$ cat src/rtl/ddp_merge_arbiter.sv
// rtl/ddp_merge_arbiter.sv - two-into-one round-robin merge of 4-phase Send/Ack stages
// Asynchronous handshake lines are synchronized; the FSM sees only the last synchronizer stage.
module ddp_merge_arbiter #(
   parameter int DATA_W      = 16,
   parameter int SYNC_STAGES = 2
) (
   input  logic              CLK,
   input  logic              MR_n,
   input  logic              Send_in0,
   input  logic [DATA_W-1:0] Data_in0,
   output logic              Ack_out0,
   input  logic              Send_in1,
   input  logic [DATA_W-1:0] Data_in1,
   output logic              Ack_out1,
   output logic              Send_out,
   output logic [DATA_W-1:0] Data_out,
   input  logic              Ack_in,
   output logic              CP,
   output logic              Grant,
   output logic              Busy
);

   typedef enum logic [1:0] {IDLE, SEND, RELEASE} state_t;

   state_t            state, state_n;
   logic [SYNC_STAGES-1:0] sync0, sync1, synca;
   logic              req0_s, req1_s, ack_s;
   logic              send_q, send_n;
   logic              ack_q, ack_n;
   logic              grant_q, grant_n;
   logic              last_g, last_n;
   logic              cp_q, cp_n;
   logic [DATA_W-1:0] data_q, data_n;
   logic              winner, req_g;

   always_ff @(posedge CLK or negedge MR_n) begin
      if (!MR_n) begin
         sync0 <= '0;
         sync1 <= '0;
         synca <= '0;
      end else begin
         sync0 <= {sync0[SYNC_STAGES-2:0], Send_in0};
         sync1 <= {sync1[SYNC_STAGES-2:0], Send_in1};
         synca <= {synca[SYNC_STAGES-2:0], Ack_in};
      end
   end

   assign req0_s = sync0[SYNC_STAGES-1];
   assign req1_s = sync1[SYNC_STAGES-1];
   assign ack_s  = synca[SYNC_STAGES-1];

   // On a tie the requester that did not win last time goes first.
   assign winner = (req0_s & req1_s) ? ~last_g : req1_s;
   assign req_g  = grant_q ? req1_s : req0_s;

   always_ff @(posedge CLK or negedge MR_n) begin
      if (!MR_n) begin
         state   <= IDLE;
         send_q  <= 1'b0;
         ack_q   <= 1'b0;
         grant_q <= 1'b0;
         last_g  <= 1'b1;
         cp_q    <= 1'b0;
         data_q  <= '0;
      end else begin
         state   <= state_n;
         send_q  <= send_n;
         ack_q   <= ack_n;
         grant_q <= grant_n;
         last_g  <= last_n;
         cp_q    <= cp_n;
         data_q  <= data_n;
      end
   end

   always_comb begin
      state_n = state;
      send_n  = send_q;
      ack_n   = ack_q;
      grant_n = grant_q;
      last_n  = last_g;
      cp_n    = 1'b0;
      data_n  = data_q;
      case (state)
         IDLE: begin
            if ((req0_s | req1_s) & ~ack_s) begin
               grant_n = winner;
               data_n  = winner ? Data_in1 : Data_in0;
               cp_n    = 1'b1;
               send_n  = 1'b1;
               state_n = SEND;
            end
         end
         SEND: begin
            // Requester withdrawal here is ignored; the packet is already committed.
            if (ack_s) begin
               send_n  = 1'b0;
               ack_n   = 1'b1;
               state_n = RELEASE;
            end
         end
         RELEASE: begin
            if (~req_g & ~ack_s) begin
               ack_n   = 1'b0;
               last_n  = grant_q;
               state_n = IDLE;
            end
         end
         default: state_n = IDLE;
      endcase
   end

   assign Send_out = send_q;
   assign Data_out = data_q;
   assign CP       = cp_q;
   assign Grant    = grant_q;
   assign Busy     = (state != IDLE);
   assign Ack_out0 = ack_q & ~grant_q;
   assign Ack_out1 = ack_q & grant_q;

endmodule

$ cat config.mk
export PLATFORM = sky130hd
export DESIGN_NAME = ddp_merge_arbiter
export DESIGN_NICKNAME = d
export VERILOG_FILES = /design/src/rtl/ddp_merge_arbiter.sv
export SDC_FILE = /design/constraint.sdc
export NUM_CORES = 1
export LEC_CHECK = 0
export CORE_ASPECT_RATIO = 1.4
export CORE_MARGIN = 5
export CORE_UTILIZATION = 35
export CTS_CLUSTER_DIAMETER = 200
export DETAILED_ROUTE_END_ITERATION = 7
export DONT_BUFFER_PORTS = 1
export GPL_ROUTABILITY_DRIVEN = 0
export MAX_ROUTING_LAYER = met4
export PLACE_DENSITY_LB_ADDON = 0.15
export SYNTH_ARGS = -nofsm -noshare
export SYNTH_HDL_FRONTEND = slang
export SYNTH_SLANG_ARGS = --single-unit
$ cat constraint.sdc
create_clock -name CLK -period 1.65 [get_ports CLK]
set_input_delay 0.33 -clock CLK [delete_from_list [all_inputs] [get_ports CLK]]
set_output_delay 0.33 -clock CLK [all_outputs]
set_load 0.01 [all_outputs]
After elaboration in Yosys (flattened, before gate mapping)
Index checks and enable logic that the tools add are counted.

word-level totals
  register bits = 29
  bits of input ports = 37

cells by class
  equal/unequal tests = 5
  bitwise gates (word level) = 10
  muxes and demuxes = 15
  reduce and logical (&&, ||, !) cells = 9

operators by type and width
  cell                                                 number
  2-to-1 mux 16 bit                                    1
  AND reduction 3 bit                                  3
  2-to-1 mux 1 bit                                     8
  2-to-1 mux 2 bit                                     3
  != test 2 bit, second input constant                 3
  case mux 2 bit (3 select lines)                      1
  nonzero test 2 bit                                   3
  bitwise AND 1 bit                                    5
  NOT 1 bit                                            4
  case mux 1 bit (2 select lines)                      2
  AND reduction 2 bit                                  2
  equality test 2 x 1 -> 1 bit, second input constant  1
  equality test 2 bit, second input constant           1
  logical NOT 2 bit                                    1
  OR 1 bit                                             1

Depth between registers and ports, before layout
  depth after elaboration = 5
  depth in mapped cells = 5
  depth with buffers taken out = 3

Worst setup path before layout
OpenSTA, ideal clock, no wires.

  kind = register to register
  start point = register state[0]
  end point = register data_q[10] (netlist: Data_out[10])
  required time = 1.527 ns
  setup slack = 0.000 ns
  arrival time = 1.527 ns
  cell stages (with the launch flop) = 5
  cells stage by stage = dfrtp_1 > or4b_4 > buf_6 > or3_1 > o221a_2

between the ends
  cells in the longest elaborated chain, start to end = 2

RTL lines
  item                           line  source
  start: declaration             25    state_t state, state_n;
  start signal: assignment       66    state <= state_n;
  logical NOT 2 bit              84    case (state)
  AND reduction 2 bit (no line)  n/a
  end signal: assignment         72    data_q <= data_n;
  end: declaration               33    logic [DATA_W-1:0] data_q, data_n;

Every way passes these cells.
A chain may end at the register's enable or synchronous reset.

Worst setup path in the final report
  start point = register synca[1]
  end point = register data_q[10] (netlist: Data_out[10])

between the ends
  cells in the longest elaborated chain, start to end = 3

RTL lines
  item                           line  source
  start: declaration             26    logic [SYNC_STAGES-1:0] sync0, sync1, synca;
  start signal: assignment       44    synca <= {synca[SYNC_STAGES-2:0], Ack_in};
  NOT 1 bit                      86    if ((req0_s | req1_s) & ~ack_s) begin
  bitwise AND 1 bit              86
  AND reduction 2 bit (no line)  n/a

Every way passes these cells.

==> impl_metrics.tcl <==
set metrics [dict create \
    synth_area_per_cell_um2 13.1 \
    crit_chain "or4b_4 -> or3_1 -> o221a_2" \
    n_fill_cell 300 \
    viasPerCell 5.85 \
    synth_warnings 0 \
    die-width_um 59.3 \
    drt_iter0_markers 27 \
    yosysUniqueCellTypes 21 \
    post_cts_buffers 0 \
    start_util_pct 35.6 \
    worst-path-buf-inv 0 \
    fmax_mhz 629 \
    seqCellArea_um2 727 \
    layout_common_cells "dfrtp_1 (28), or3_1 (16), o221a_2 (16), buf_4 (8), clkbuf_8 (5)" \
    grt_first_pass_wirelength_um 4450 \
    drv_slew 0 \
    startpoint_type "register" \
    grt_usage_pct 13.4 \
    power.total_mw 2.59 \
    num_antenna_cells 0 \
    grt_max_degree 30 \
    skew_ns 0.00551 \
    io_pins 59 \
    synthTopCellsByArea "dfrtp_1 (59%), o221a_2 (15%), or3_1 (8.4%)" \
    grt_pass1_vias 947 \
    period_needed_ns 1.59 \
    port_buffers 0 \
    vias 842 \
    synth-seq-area-share_pct 61.0 \
    grt_overflow 0 \
    worst-path-max-fanout 9 \
    synthCells 91 \
    cts_tree "built" \
    fp-row-count 25 \
    max_slew_margin_pct 68.3 \
    synth_nets 128 \
    wl_um 2930 \
    synth-seq-cells 29 \
    cp_slowest_cell "or4b_4" \
    drive_above_1_share_pct 36.5 \
    first_pass_iters 3 \
    syn_to_final_growth_pct 17.5 \
    clk_latency_ns 0.27 \
    drt.antenna.violating_nets 0 \
    drv_cap 0 \
    powerDensity_nw_per_um2 1850 \
    die_y_um 79.0 \
    ctsHtreeMaxLevel 2 \
    clkTransAtPathRegs_ns 0.06 \
    status "finished clean" \
    crit_type "register to register" \
    drc 0 \
    wire_per_inst_um 20.4 \
    die-area_um2 4690 \
    crit_family "simple AND/OR/NAND/NOR gates" \
    multi_input_area_um2 442 \
    cts_max_path_buffers 2 \
    netlist_area_um2 1190 \
    worst_slew_pin_slew_ns 0.476 \
    setup_viol 0 \
    yosys.area.top_type "dfrtp_1" \
    cts_made_buffers 5 \
    end_kind "register" \
    post-dp-hpwl_um 2060 \
    antenna_found_initial 0 \
    ir_drop_mv 0.891 \
    hold_viol 0 \
    post-synth-top-area-fraction_pct 58.8 \
    cts_root_buf "clkbuf_8" \
    cp.arrival_ns 1.75 \
    layout_commonest_cell "dfrtp_1" \
    setup_tns_ns 0 \
    power.leakage_nw 0.552 \
    rsz0062_at_grt "false" \
    timing.final.crit_share_pct 96.4 \
    hp-class "primary input to register" \
    setup_ws_ns 0.0597 \
    worst_ep_required_time_ns 1.81 \
    core_area_um2 3350 \
    cts_sinks 29 \
    fin_nets 140 \
    place_ws_ns 0.0507 \
    cpPeakStageDelay_ns 0.61 \
]
## where the power goes
group	internal [mW]	total, mW	switching [mW]
clock	0.299	0.550	0.251
combinational	0.428	0.756	0.328
sequential	0.992	1.29	0.294
## worst paths after layout
kind,depth (start not counted),endpoint,slack [ns],startpoint
max,3,Data_out[10]$_DFFE_PN0P_,0.06,synca[1]$_DFF_PN0_
min reg2reg,0,sync1[1]$_DFF_PN0_,0.35,sync1[0]$_DFF_PN0_
max reg2reg,3,Data_out[10]$_DFFE_PN0P_,0.06,synca[1]$_DFF_PN0_
max in group asynchronous,2,last_g$_DFFE_PN1P_,0.92,MR_n
min in group asynchronous,2,Data_out[14]$_DFFE_PN0P_,0.50,MR_n
min,0,synca[0]$_DFF_PN0_,0.09,Ack_in
## what timing repair did
action,4_1_cts,5_1_grt
hold endpoints to repair,29,0
resized for setup,0,2
hold buffers,2,0
setup endpoints to repair,0,5
## metrics by stage
step | cell area, um^2 | std cells | utilization, % | hold slack (ns)
2_1_floorplan | 1190 | 91 | - | 0.0344
3_3_place_gp | 1270 | 133 | 38.0 | 0.0353
3_5_place_dp | 1270 | 133 | 38.0 | 0.0352
4_1_cts | 1380 | 143 | 41.3 | 0.0729
5_1_grt | 1400 | 144 | 41.8 | 0.0580
6_report | 1400 | 144 | 41.8 | 0.0851
## cell usage after synthesis
library cell  number
or3_1             16
o221a_2           16
o22ai_1            1
or2_2              1
inv_1              3
or4b_4             1
nor2b_1            1
dfrtp_1           28
a31oi_1            1
and2_1             2
nor3_1             2
buf_6              1
nand3_1            2
mux2_2             2
nor2_1             2
o21ai_0            1
dfstp_2            1
a31o_2             1
o21a_1             2
clkbuf_1           5
nand2b_1           2
## cell families (layout without fill, tap and decap cells)
family,count (synthesis),count (layout),share of synthesized area [%]
multiplexers,2,2,1.89
AND/OR/NAND/NOR,29,30,15.0
buffers and inverters,9,21,3.47
flip-flops,29,29,61.0
AO/OA/AOI/OAI,22,22,18.6
## routing by layer
metal  track usage [%]  vias to the layer above  share of wire, %
met5                 -                        -                 0
met4              6.80                        0               3.0
met3              7.97                        8                12
met2              21.3                       47                51
met1              12.5                      409                34
li1                  -                      378                 -
## sequential cells by signal (all words and copies together) (netlist names)
signal    cells
ack_q         1
Grant         1
Data_out     16
Send_out      1
state         2
last_g        1
sync0         2
synca         2
sync1         2
CP            1
## layout make-up
| cell class | instances | area share [%] |
|---|---|---|
| Sequential cell | 29 | 51.9 |
| Multi-Input combinational cell | 54 | 31.5 |
| Timing Repair Buffer | 10 | 6.43 |
| Clock buffer | 8 | 5.72 |
| Tap cell | 40 | 3.57 |
| Inverter | 3 | 0.804 |
## worst register-to-register path: stages (launching register included)
cell and delay [ns]:
dfrtp_1 0.40, or4b_4 0.61, or3_1 0.34, o221a_2 0.13
Power figures use the tool's default switching activity.
